File: config.mk
export PLATFORM = sky130hd
export DESIGN_NAME = store_buffer
export DESIGN_NICKNAME = d
export VERILOG_FILES = /design/src/rtl/store_buffer.sv
export SDC_FILE = /design/constraint.sdc
export NUM_CORES = 1
export LEC_CHECK = 0
export BUFFER_PORTS_ARGS = -buffer_cell sky130_fd_sc_hd__buf_4
export CORE_MARGIN = 2
export CORE_UTILIZATION = 55
export CTS_BUF_LIST = sky130_fd_sc_hd__clkbuf_8
export DETAILED_ROUTE_END_ITERATION = 10
export HOLD_SLACK_MARGIN = 0.06
export PLACE_DENSITY = 0.8
export SYNTH_ARGS = -nofsm -noshare
export SYNTH_HDL_FRONTEND = slang
export SYNTH_SLANG_ARGS = --single-unit
File: constraint.sdc
create_clock -name clk -period 3.43 [get_ports clk]
set_input_delay 0.5145 -clock clk [delete_from_list [all_inputs] [get_ports clk]]
set_output_delay 0.5145 -clock clk [all_outputs]
set_load 0.02 [all_outputs]
File: src/rtl/store_buffer.sv
// Write-back store buffer between a CPU and a single-port memory: queues stores,
// forwards pending store data to loads, and lets load misses go ahead of queued stores.
module store_buffer #(
    parameter int unsigned DEPTH = 4,
    parameter int unsigned WIDTH = 32
) (
    input  logic             clk,
    input  logic             reset,
    input  logic             cpu_we,
    input  logic             cpu_re,
    input  logic [WIDTH-1:0] cpu_addr,
    input  logic [WIDTH-1:0] cpu_wdata,
    output logic [WIDTH-1:0] cpu_rdata,
    output logic             cpu_rvalid,
    output logic             stall,
    output logic             mem_req,
    output logic             mem_we,
    output logic [WIDTH-1:0] mem_addr,
    output logic [WIDTH-1:0] mem_wdata,
    input  logic [WIDTH-1:0] mem_rdata,
    input  logic             mem_ready
);

    localparam int unsigned PtrW = $clog2(DEPTH);
    localparam int unsigned CntW = $clog2(DEPTH + 1);

    typedef enum logic [1:0] {StIdle, StWrite, StRead} state_e;

    state_e            r_state;
    logic [WIDTH-1:0]  r_rd_addr;
    logic [WIDTH-1:0]  r_addr [DEPTH];
    logic [WIDTH-1:0]  r_data [DEPTH];
    logic [PtrW-1:0]   r_head;
    logic [PtrW-1:0]   r_tail;
    logic [CntW-1:0]   r_count;

    logic              w_full;
    logic              w_load;
    logic              w_hit;
    logic [WIDTH-1:0]  w_fwd_data;
    logic              w_miss;
    logic              w_push;
    logic              w_pop;
    logic              w_rd_done;

    assign w_full    = (r_count == CntW'(DEPTH));
    assign w_load    = cpu_re & ~cpu_we;
    assign w_miss    = w_load & ~w_hit;
    assign w_push    = cpu_we & ~w_full;
    assign w_pop     = (r_state == StWrite) & mem_ready;
    assign w_rd_done = (r_state == StRead) & mem_ready;

    // Walk oldest to youngest so the last match (youngest store) wins.
    always_comb begin
        w_hit      = 1'b0;
        w_fwd_data = '0;
        for (int unsigned i = 0; i < DEPTH; i++) begin
            if ((CntW'(i) < r_count) &&
                (r_addr[r_head + PtrW'(i)][WIDTH-1:2] == cpu_addr[WIDTH-1:2])) begin
                w_hit      = 1'b1;
                w_fwd_data = r_data[r_head + PtrW'(i)];
            end
        end
    end

    always_comb begin
        mem_req   = 1'b0;
        mem_we    = 1'b0;
        mem_addr  = '0;
        mem_wdata = '0;
        unique case (r_state)
            StWrite: begin
                mem_req   = 1'b1;
                mem_we    = 1'b1;
                mem_addr  = r_addr[r_head];
                mem_wdata = r_data[r_head];
            end
            StRead: begin
                mem_req  = 1'b1;
                mem_addr = r_rd_addr;
            end
            default: ;
        endcase
    end

    always_comb begin
        cpu_rvalid = 1'b0;
        cpu_rdata  = '0;
        if (w_load && w_hit) begin
            cpu_rvalid = 1'b1;
            cpu_rdata  = w_fwd_data;
        end else if (w_rd_done) begin
            cpu_rvalid = 1'b1;
            cpu_rdata  = mem_rdata;
        end
        stall = (cpu_we & w_full) | (w_miss & ~w_rd_done);
    end

    // Entry storage is not cleared on reset; count==0 makes it unreachable.
    always_ff @(posedge clk) begin
        if (reset) begin
            r_head  <= '0;
            r_tail  <= '0;
            r_count <= '0;
        end else begin
            if (w_push) begin
                r_addr[r_tail] <= cpu_addr;
                r_data[r_tail] <= cpu_wdata;
                r_tail         <= r_tail + PtrW'(1);
            end
            if (w_pop) begin
                r_head <= r_head + PtrW'(1);
            end
            unique case ({w_push, w_pop})
                2'b10:   r_count <= r_count + CntW'(1);
                2'b01:   r_count <= r_count - CntW'(1);
                default: ;
            endcase
        end
    end

    always_ff @(posedge clk) begin
        if (reset) begin
            r_state   <= StIdle;
            r_rd_addr <= '0;
        end else begin
            unique case (r_state)
                StIdle: begin
                    if (w_miss) begin
                        r_state   <= StRead;
                        r_rd_addr <= cpu_addr;
                    end else if (r_count != '0) begin
                        r_state <= StWrite;
                    end
                end
                StWrite: if (mem_ready) r_state <= StIdle;
                StRead:  if (mem_ready) r_state <= StIdle;
                default: r_state <= StIdle;
            endcase
        end
    end

endmodule

==> results.sh, run 1 <==
export IMPL_hold_viol=0
export IMPL_status="finished, violations left"
export IMPL_synth_edf_count=256
export IMPL_ys_seq_area_share_pct=43.03
export IMPL_clk_pin_slew_ps=70
export IMPL_critPathLaunchType="register"
export IMPL_arrival_ps=4310
export IMPL_num_rows=69
export IMPL_io_pins=201
export IMPL_min_path_type="in2reg"
export IMPL_wire_per_inst_um=27.22
export IMPL_place_inst=2370
export IMPL_grt_overflow=0
export IMPL_nets=2116
export IMPL_dp_hpwl_mm=45.87
export IMPL_min_period_over_period_pct=140.7
export IMPL_cpMostUsedCell="buf_4"
export IMPL_synth_nets=1619
export IMPL_synth_flop_cell="edfxtp_1"
export IMPL_grt_max_degree=76
export IMPL_netlist_area_um2=19870
export IMPL_p_sw_mw=3.495
export IMPL_numClockSinks=299
export IMPL_port_buffer_count=200
export IMPL_start_util_pct=55.86
export IMPL_p_sw_share_pct=31.06
export IMPL_fp_dieH_um=194.1
export IMPL_path_cells="buf_4, buf_4, mux4_2, xnor2_1, nand4_1, nor2_1, nand4_1, buf_4, nor2_4, o31ai_4, buf_4, buf_4, a211oi_1, a21o_1, buf_4"
export IMPL_grt_pass1_vias=16273
export IMPL_post_route_min_period_ps=4826
export IMPL_vias_per_cell=6.587
export IMPL_coreArea_um2=35570
export IMPL_grt_util_met3_pct=6.366
export IMPL_antenna_found_initial=0
export IMPL_place_congestion=1.028
export IMPL_fp_dieW_um=194.1
export IMPL_area_growth_pct=32.77
export IMPL_required_ps=2920
export IMPL_drv_slew=0
export IMPL_finClkSkew_ps=38.10
export IMPL_cpPeakStageDelay_ps=630
export IMPL_slowest_stage="mux4_2"
export IMPL_synth_cell_types=66
export IMPL_vias=16467
export IMPL_end_kind="primary output"
export IMPL_drt_iter0_drc=1907
export IMPL_whs_ps=74.86
export IMPL_clockBufferDepth=3
export IMPL_grt_pass1_wl_mm=99.01
export IMPL_worstSkewPairLatency_ps=650
export IMPL_p_clk_share_pct=30.4
export IMPL_drive_above_1_share_pct=45.27
export IMPL_p_int_mw=7.755
export IMPL_top_usage_layer="met2"
export IMPL_numCtsBuffers=52
export IMPL_power_density_nw_per_um2=426.5
export IMPL_worstMarginPinSlew_ps=1007
export IMPL_crit_type="reg2out"
export IMPL_ys_seq_elements=299
export IMPL_max_slew_margin_pct=32.89
export IMPL_worst_path_max_fanout=5
export IMPL_cts_tree="yes"
export IMPL_grt_use_met1_pct=48.84
export IMPL_setup_viol=68
export IMPL_post_dp_cell_area_um2=24210
export IMPL_num_antenna_cells=0
export IMPL_p_comb_share_pct=31.8
export IMPL_violations="negative setup slack"
export IMPL_rsz0062_at_grt="yes"
export IMPL_synth_cells=1506
export IMPL_synth_async_reset_ratio_pct=0
export IMPL_dieArea_um2=37660
export IMPL_clock_root_buffer="clkbuf_8"
export IMPL_ant_nets=0
export IMPL_peakVddDrop_uv=313.2
export IMPL_p_leak_nw=10.11
export IMPL_setup_slack_ps=-1396
export IMPL_ys_warn_count=0
export IMPL_firstDrtPassIters=6
export IMPL_htree_levels=2
export IMPL_drcViolationCount=0
export IMPL_grt_use_met2_pct=53.89
export IMPL_postSynthAreaPerCell_um2=13.19
export IMPL_seqPwrFrac_pct=37.7
export IMPL_postRouteWirelength_mm=68.06
export IMPL_stdcell_area_um2=26380
export IMPL_drv_cap=0
export IMPL_grt_total_usage_pct=34.60
export IMPL_fmax_mhz=207.2
export IMPL_fin_cells=2500
cells in the mapped netlist, drive strengths merged, types with 33 or more instances:
cell      n  area share (%)
a211oi   33             1.2
a21o     34             1.3
a22oi    33             1.2
and2     39             1.2
buf      74             2.2
clkbuf   65             1.2
dfxtp    43             4.3
edfxtp  256              39
inv      49            0.93
mux2i   192             9.7
mux4    176              20
nand2b   70             2.2
nor3     35            0.88
or2      33             1.0
xnor2    77             3.4
flip-flops by register name (all words and copies together), names as in the netlist, named ones only:
register	cells
r_state	2
r_head	2
r_addr	128
r_count	3
r_data	128
r_tail	2
r_rd_addr	32
power groups by stage:
stage / clock, mW / combinational [mW] / sequential, mW
after CTS: 3.45 / 3.42 / 4.23
after global routing: 3.61 / 3.76 / 4.25
after detailed placement: 0 / 3.30 / 4.31
after floorplan: 0 / 2.01 / 4.27
final: 3.42 / 3.58 / 4.24
after global placement: 0 / 3.25 / 4.29
per-stage QoR:
step	util [%]	TNS (ps)	total power [mW]	setup WS (ps)
6_report	74.16	-55610	11.25	-1396
5_1_grt	74.16	-63020	11.62	-1479
4_1_cts	72.71	-48230	11.10	-1279
3_5_place_dp	68.07	-39710	7.610	-939.9
3_3_place_gp	68.07	-41730	7.538	-972.5
2_1_floorplan	-	-2087	6.283	-116.3
cell families after synthesis:
group           count (synthesis)  synth area share, %
compound gates                199                7.507
fa+ha+maj                      12               0.7557
simple gates                  317                9.132
flops                         299                43.03
mux                           386                30.64
buf+inv                       188                4.308
xor+xnor                      105                4.629
final timing paths:
| check | cells after the start | endpoint | slack [ps] | startpoint |
|---|---|---|---|---|
| hold reg to reg | 2 | r_rd_addr[4] | 470 | r_rd_addr[4] |
| hold / removal | 1 | r_addr[1][0] | 70 | cpu_addr[0] |
| setup / recovery | 15 | cpu_rdata[20] | -1400 | register |
| setup reg to reg | 17 | r_rd_addr[26] | -370 | register |
metal layers:
metal	vias up	share of wire [%]
met5	-	0
li1	6910	-
met1	8228	39
met4	0	4.3
met2	1117	46
met3	212	11
critical path, delay by kind of cell, from the launching register on:
family	cells	cell delay [ps]
flip-flops	1	380
buffers and inverters	6	1070
AND/OR/NAND/NOR	4	700
XOR/XNOR	1	330
multiplexers	1	630
AO/OA/AOI/OAI	3	530
cell usage in the layout, fill, tap and decap left out, drive strengths merged, types with 12 or more instances in the layout:
cell and count:
clkbuf 59, and2 39, a21o 34, or2 33
a22oi 33, xor2 28, clkinv 19, nor3 35
ha 12, nor2 28, inv 57, mux2i 192
edfxtp 256, buf 567, a211oi 33, nand2b 70
a21oi 16, mux4 176, nand2 31, o22ai 12
dfxtp 43, mux2 18, xnor2 77, nor2b 31
area by class of cell:
| class | instances | area (um^2) |
|---|---|---|
| Inverter | 49 | 183.9 |
| Timing Repair Buffer | 581 | 5080 |
| Sequential cell | 299 | 8563 |
| Multi-Input combinational cell | 1020 | 10910 |
| Fill cell | 2263 | 9191 |
| Clock buffer | 52 | 715.7 |
| Tap cell | 461 | 576.8 |
| Clock inverter | 38 | 345.3 |
timing repair:
| item | 4_1_cts | 5_1_grt |
|---|---|---|
| gates resized for setup | 46 | 64 |
| setup endpoints to repair | 68 | 68 |
| setup buffers | 21 | 5 |
| pin swaps | 6 | 21 |
| hold buffers | 4 | 0 |
| endpoints found under the hold margin | 10 | 0 |
| gates cloned | 4 | 7 |
Note: power is estimated with default switching activity, not from simulation.
==> run 2, diff against run 1 <==
Settings changed: CORE_ASPECT_RATIO set to 0.6.
==> run 2 against run 1 <==
Effect of this change:
- wire length increased by 6.6%
- die area increased by 0.13%
- combinational power increased by 9.2%
- largest power group unchanged
- clock-buffer cell count decreased by 4
- maximum frequency increased by 3.3%
- the flow still finishes with violations (negative setup slack)
- core utilization increased by 2.4 points
==> results.sh, run 2 (same netlist as run 1, synthesis figures left out) <==
export IMPL_fillers=2110
export IMPL_nets=2124
export IMPL_peakVddDrop_uv=369.4
export IMPL_vias_per_cell=6.603
export IMPL_start_util_pct=56.32
export IMPL_layout_commonest_cell="buf_4"
export IMPL_power_density_nw_per_um2=410.7
export IMPL_setup_viol=68
export IMPL_drv_cap=0
export IMPL_whs_ps=126.2
export IMPL_fp_dieW_um=249.4
export IMPL_grt_total_usage_pct=37.46
export IMPL_critPathLaunchType="register"
export IMPL_postRouteWirelength_mm=72.54
export IMPL_worst_path_max_fanout=22
export IMPL_grt_pass1_vias=15762
export IMPL_num_rows=53
export IMPL_fp_dieH_um=151.2
export IMPL_coreArea_um2=35280
export IMPL_clock_root_buffer="clkbuf_8"
export IMPL_grt_overflow=0
export IMPL_grt_max_degree=76
export IMPL_clk_pin_slew_ps=70
export IMPL_end_kind="primary output"
export IMPL_rsz0062_at_grt="yes"
export IMPL_drive_above_1_share_pct=48.63
export IMPL_cts_tree="yes"
export IMPL_io_pins=201
export IMPL_violations="negative setup slack"
export IMPL_finClkSkew_ps=37.56
export IMPL_met1Wirelength_mm=29.16
export IMPL_place_congestion=1.015
export IMPL_port_buffer_count=200
export IMPL_numClockSinks=299
export IMPL_met3_length_mm=11.74
export IMPL_htree_levels=2
export IMPL_worstSkewPairLatency_ps=600
export IMPL_min_period_over_period_pct=136.2
export IMPL_area_growth_pct=35.92
export IMPL_wire_per_inst_um=28.88
export IMPL_post_dp_cell_area_um2=24250
export IMPL_p_leak_nw=10.23
export IMPL_hold_viol=0
export IMPL_dieArea_um2=37710
export IMPL_routed_top_layer="met5"
export IMPL_arrival_ps=4160
export IMPL_vias=16587
export IMPL_dp_hpwl_mm=49.23
export IMPL_grt_pass1_wl_mm=102.8
export IMPL_max_slew_margin_pct=37.62
export IMPL_ant_nets=0
export IMPL_clockBufferDepth=3
export IMPL_numCtsBuffers=45
export IMPL_drv_slew=0
export IMPL_antenna_found_initial=3
export IMPL_drcViolationCount=0
export IMPL_drt_iter0_drc=2229
export IMPL_fmax_mhz=214.1
export IMPL_stdcell_area_um2=27000
export IMPL_firstDrtPassIters=5
export IMPL_required_ps=2920
export IMPL_min_path_type="in2reg"
export IMPL_final_cell_mix="buf_4 (473), edfxtp_1 (256), mux4_2 (176)"
export IMPL_post_route_min_period_ps=4671
export IMPL_top_regs="r_addr: 128 flops, r_data: 128 flops, r_rd_addr: 32 flops"
export IMPL_setup_slack_ps=-1241
export IMPL_worstMarginPinSlew_ps=935.7
export IMPL_crit_type="reg2out"
export IMPL_wl_met2_mm=29.96
export IMPL_status="finished, violations left"
export IMPL_finalPower_mw=11.09
## run 2: repair_timing
| item | CTS | global route |
|---|---|---|
| pin swaps | 40 | 67 |
| buffers inserted | 33 | 30 |
| setup endpoints to repair | 69 | 75 |
| hold buffers | 0 | 0 |
| gates cloned | 12 | 3 |
| resized for setup | 142 | 132 |
## run 2: stage by stage
step,setup TNS (ps),cells,utilization (%),worst slack (ps)
2_1_floorplan,-2087,1506,-,-116.3
4_1_cts,-47500,2493,74.62,-1211
5_1_grt,-60100,2512,76.55,-1316
3_3_place_gp,-35030,2371,68.73,-799.5
3_5_place_dp,-34870,2371,68.73,-874.5
6_report,-54070,2512,76.55,-1241
## run 2: final timing paths
| check | from | endpoint | slack [ps] | cells past startpoint |
|---|---|---|---|---|
| max | r_head[0] | cpu_rdata[2] | -1240 | 13 |
| max reg2reg | r_head[1] | r_rd_addr[9] | -510 | 16 |
| min | cpu_wdata[18] | r_data[1][18] | 130 | 1 |
| min reg2reg | r_rd_addr[6] | r_rd_addr[6] | 480 | 2 |
## run 2: critical path, cell delays in order (launching register included)
cell and delay, ps:
dfxtp_4 420, buf_12 130, buf_6 110, buf_6 110
mux4_2 560, xnor2_4 220, o2111ai_4 150, or3_4 450
or3_4 450, buf_12 200, mux2i_2 180, a211oi_2 180
a21o_1 220, buf_6 150
## run 2: where the power goes
| group | switching [mW] | total (mW) | internal (mW) |
|---|---|---|---|
| combinational | 1.98 | 3.91 | 1.94 |
| sequential | 0.146 | 4.26 | 4.12 |
| clock | 1.47 | 2.92 | 1.44 |
| total | 3.60 | 11.1 | 7.50 |
## run 2: routing by layer
metal	vias to the layer above	global-route usage (%)
met5	-	0
met4	4	8.343
met3	147	17.84
met2	1228	51.02
met1	8294	54.00
li1	6914	-
## run 2: final cells by class
class	count	area, um^2	share of cell area [%]
clock inverters	32	187.7	0.6950
clock buffers	48	660.6	2.446
flip-flops and latches	299	8563	31.71
inverters	49	183.9	0.6811
well taps	467	584.3	2.164
repair buffers	597	5419	20.07
multi-input cells	1019	11400	42.23
diodes	1	2.502	0.009267
==> run 3, diff against run 2 <==
==> constraint.sdc (replaced) <==
create_clock -name clk -period 3.43 [get_ports clk]
set_input_delay 0.1715 -clock clk [delete_from_list [all_inputs] [get_ports clk]]
set_output_delay 0.1715 -clock clk [all_outputs]
set_load 0.02 [all_outputs]
==> run 3 against run 2 <==
Effect of this change:
- the flow still finishes with violations (negative setup slack)
- register-to-register slack improved by 280 ps
- sequential share of layout area rose by 0.46 points
- die area did not move
- worst setup slack improved by 230 ps
- critical path depth rose by 3
- first-iteration DRC count fell by 2.5%
- wire length fell by 2.4%
- sequential power barely moved
- clock-buffer cell count rose by 2
- sequential cell count did not move
- hold slack improved by 160 ps
- largest cell class unchanged
==> results.sh, run 3 (same netlist as run 1, synthesis figures left out) <==
export IMPL_area_growth_pct=33.96
export IMPL_fp_dieH_um=151.2
export IMPL_p_sw_share_pct=32.43
export IMPL_clock_root_buffer="clkbuf_8"
export IMPL_place_inst=2259
export IMPL_max_slew_margin_pct=39.58
export IMPL_stdcell_area_um2=26620
export IMPL_status="finished, violations left"
export IMPL_peakVddDrop_uv=320.8
export IMPL_dp_hpwl_mm=46.25
export IMPL_htree_levels=2
export IMPL_grt_pass1_vias=15749
export IMPL_numClockSinks=299
export IMPL_setup_viol=68
export IMPL_dieArea_um2=37710
export IMPL_drive_above_1_share_pct=43.64
export IMPL_min_period_over_period_pct=129.6
export IMPL_final_cell_mix="buf_4 (390), edfxtp_1 (256), mux4_2 (176)"
export IMPL_worstMarginPinSlew_ps=906.3
export IMPL_drv_cap=0
export IMPL_worstSkewPairLatency_ps=650
export IMPL_arrival_ps=4270
export IMPL_crit_type="reg2out"
export IMPL_violations="negative setup slack"
export IMPL_post_route_min_period_ps=4444
export IMPL_vias_per_cell=6.728
export IMPL_clk_pin_slew_ps=70
export IMPL_p_comb_share_pct=33.7
export IMPL_top_regs="r_addr: 128 flops, r_data: 128 flops, r_rd_addr: 32 flops"
export IMPL_holdPathStages=3
export IMPL_io_pins=201
export IMPL_place_ws_ps=-534.2
export IMPL_start_util_pct=56.32
export IMPL_p_leak_nw=9.917
export IMPL_fin_setup_tns_ps=-36130
export IMPL_p_sw_mw=3.563
export IMPL_fin_cells=2474
export IMPL_place_congestion=1.071
export IMPL_fmax_mhz=225.0
export IMPL_hold_viol=0
export IMPL_fin_util_pct=75.44
export IMPL_num_rows=53
export IMPL_required_ps=3260
export IMPL_p_clk_share_pct=27.5
export IMPL_reg2reg_slack_ps=-230
export IMPL_postRouteWirelength_mm=70.82
export IMPL_power_density_nw_per_um2=412.8
export IMPL_rsz0062_at_grt="yes"
export IMPL_drv_slew=0
export IMPL_post_dp_cell_area_um2=23290
export IMPL_reg2regPathDepth=15
export IMPL_p_int_mw=7.424
export IMPL_antenna_found_initial=2
export IMPL_coreArea_um2=35280
export IMPL_worstReg2RegEnd="r_rd_addr[13]"
export IMPL_nets=2082
export IMPL_r2r_start="r_head[0]"
export IMPL_end_kind="primary output"
export IMPL_worst_path_max_fanout=8
export IMPL_fillers=2153
export IMPL_vias=16646
export IMPL_whs_ps=286.6
export IMPL_min_from="reset"
export IMPL_grt_total_usage_pct=36.31
export IMPL_seqPwrFrac_pct=38.8
export IMPL_grt_pass1_wl_mm=100.8
export IMPL_drt_iter0_drc=2174
export IMPL_finalPower_mw=10.99
export IMPL_grt_max_degree=76
export IMPL_wire_per_inst_um=28.63
export IMPL_layout_commonest_cell="buf_4"
export IMPL_finClkSkew_ps=52.11
export IMPL_clockBufferDepth=3
export IMPL_port_buffer_count=200
export IMPL_grt_overflow=0
export IMPL_drcViolationCount=0
export IMPL_cts_tree="yes"
export IMPL_firstDrtPassIters=7
export IMPL_fp_dieW_um=249.4
export IMPL_critPathLaunchType="register"
export IMPL_setup_slack_ps=-1014
export IMPL_ant_nets=0
export IMPL_holdPathEnd="r_count[0]"
export IMPL_min_path_type="in2reg"
export IMPL_numCtsBuffers=46
## run 3: cell types whose count changed in the layout (fill, tap and decap cells not counted), sizes merged
cell and delta:
buf -114, clkbuf +5, clkinv +4, diode +1, dlygate4sd3 +68, inv -2
## run 3: power groups by stage
stage,Clock [mW],Combinational (mW),Sequential (mW)
5_1_grt,3.20,3.85,4.27
3_5_place_dp,0,3.15,4.32
4_1_cts,3.03,3.45,4.25
3_3_place_gp,0,3.10,4.31
2_1_floorplan,0,1.98,4.27
6_report,3.03,3.70,4.26
## run 3: final cells by class
type	instances	area (um^2)	share of cell area (%)
diodes	2	5.005	0.01880
clock buffers	50	688.2	2.586
clock inverters	34	202.7	0.7616
inverters	49	183.9	0.6910
multi-input cells	1019	11270	42.33
flip-flops and latches	299	8563	32.17
well taps	467	584.3	2.195
repair buffers	554	5121	19.24
## run 3: what timing repair did
item	4_1_cts	5_1_grt
pin swaps	43	43
setup buffers	29	25
hold buffers	68	0
endpoints found under the setup margin	68	68
cloned	7	5
resized for setup	150	84
endpoints found under the hold margin	288	0
## run 3: worst max-delay path, cell delays in order, from the launching register on
cell and delay, ps:
dfxtp_4 400, buf_12 140, buf_12 130, buf_16 150
buf_6 120, mux2i_4 240, xnor2_2 140, nor4_2 300
a21oi_1 120, or3_4 410, buf_6 140, o31ai_4 350
o31ai_4 160, buf_12 180, a211oi_2 270, a21o_1 260
buf_6 160
## run 3: worst max-delay path by stage
stage	startpoint	end	slack, ps	cells after the start
after global routing	r_head[0]	cpu_rdata[2]	-1090	14
after floorplan	r_head[0]	cpu_rdata[10]	100	11
after global placement	r_head[0]	stall	-500	13
after CTS	r_head[0]	cpu_rdata[30]	-810	11
after detailed placement	r_head[0]	cpu_rdata[2]	-530	14
final	r_head[0]	cpu_rdata[2]	-1010	16
## run 3: per-layer routing
metal	GRT usage (%)	up-vias	share of wire, %	wire [um]
li1	-	6830	-	-
met1	52.17	8289	40	28130
met2	48.77	1347	40	28360
met3	17.91	180	17	12350
met4	8.825	0	2.8	1982
met5	0	-	0	0
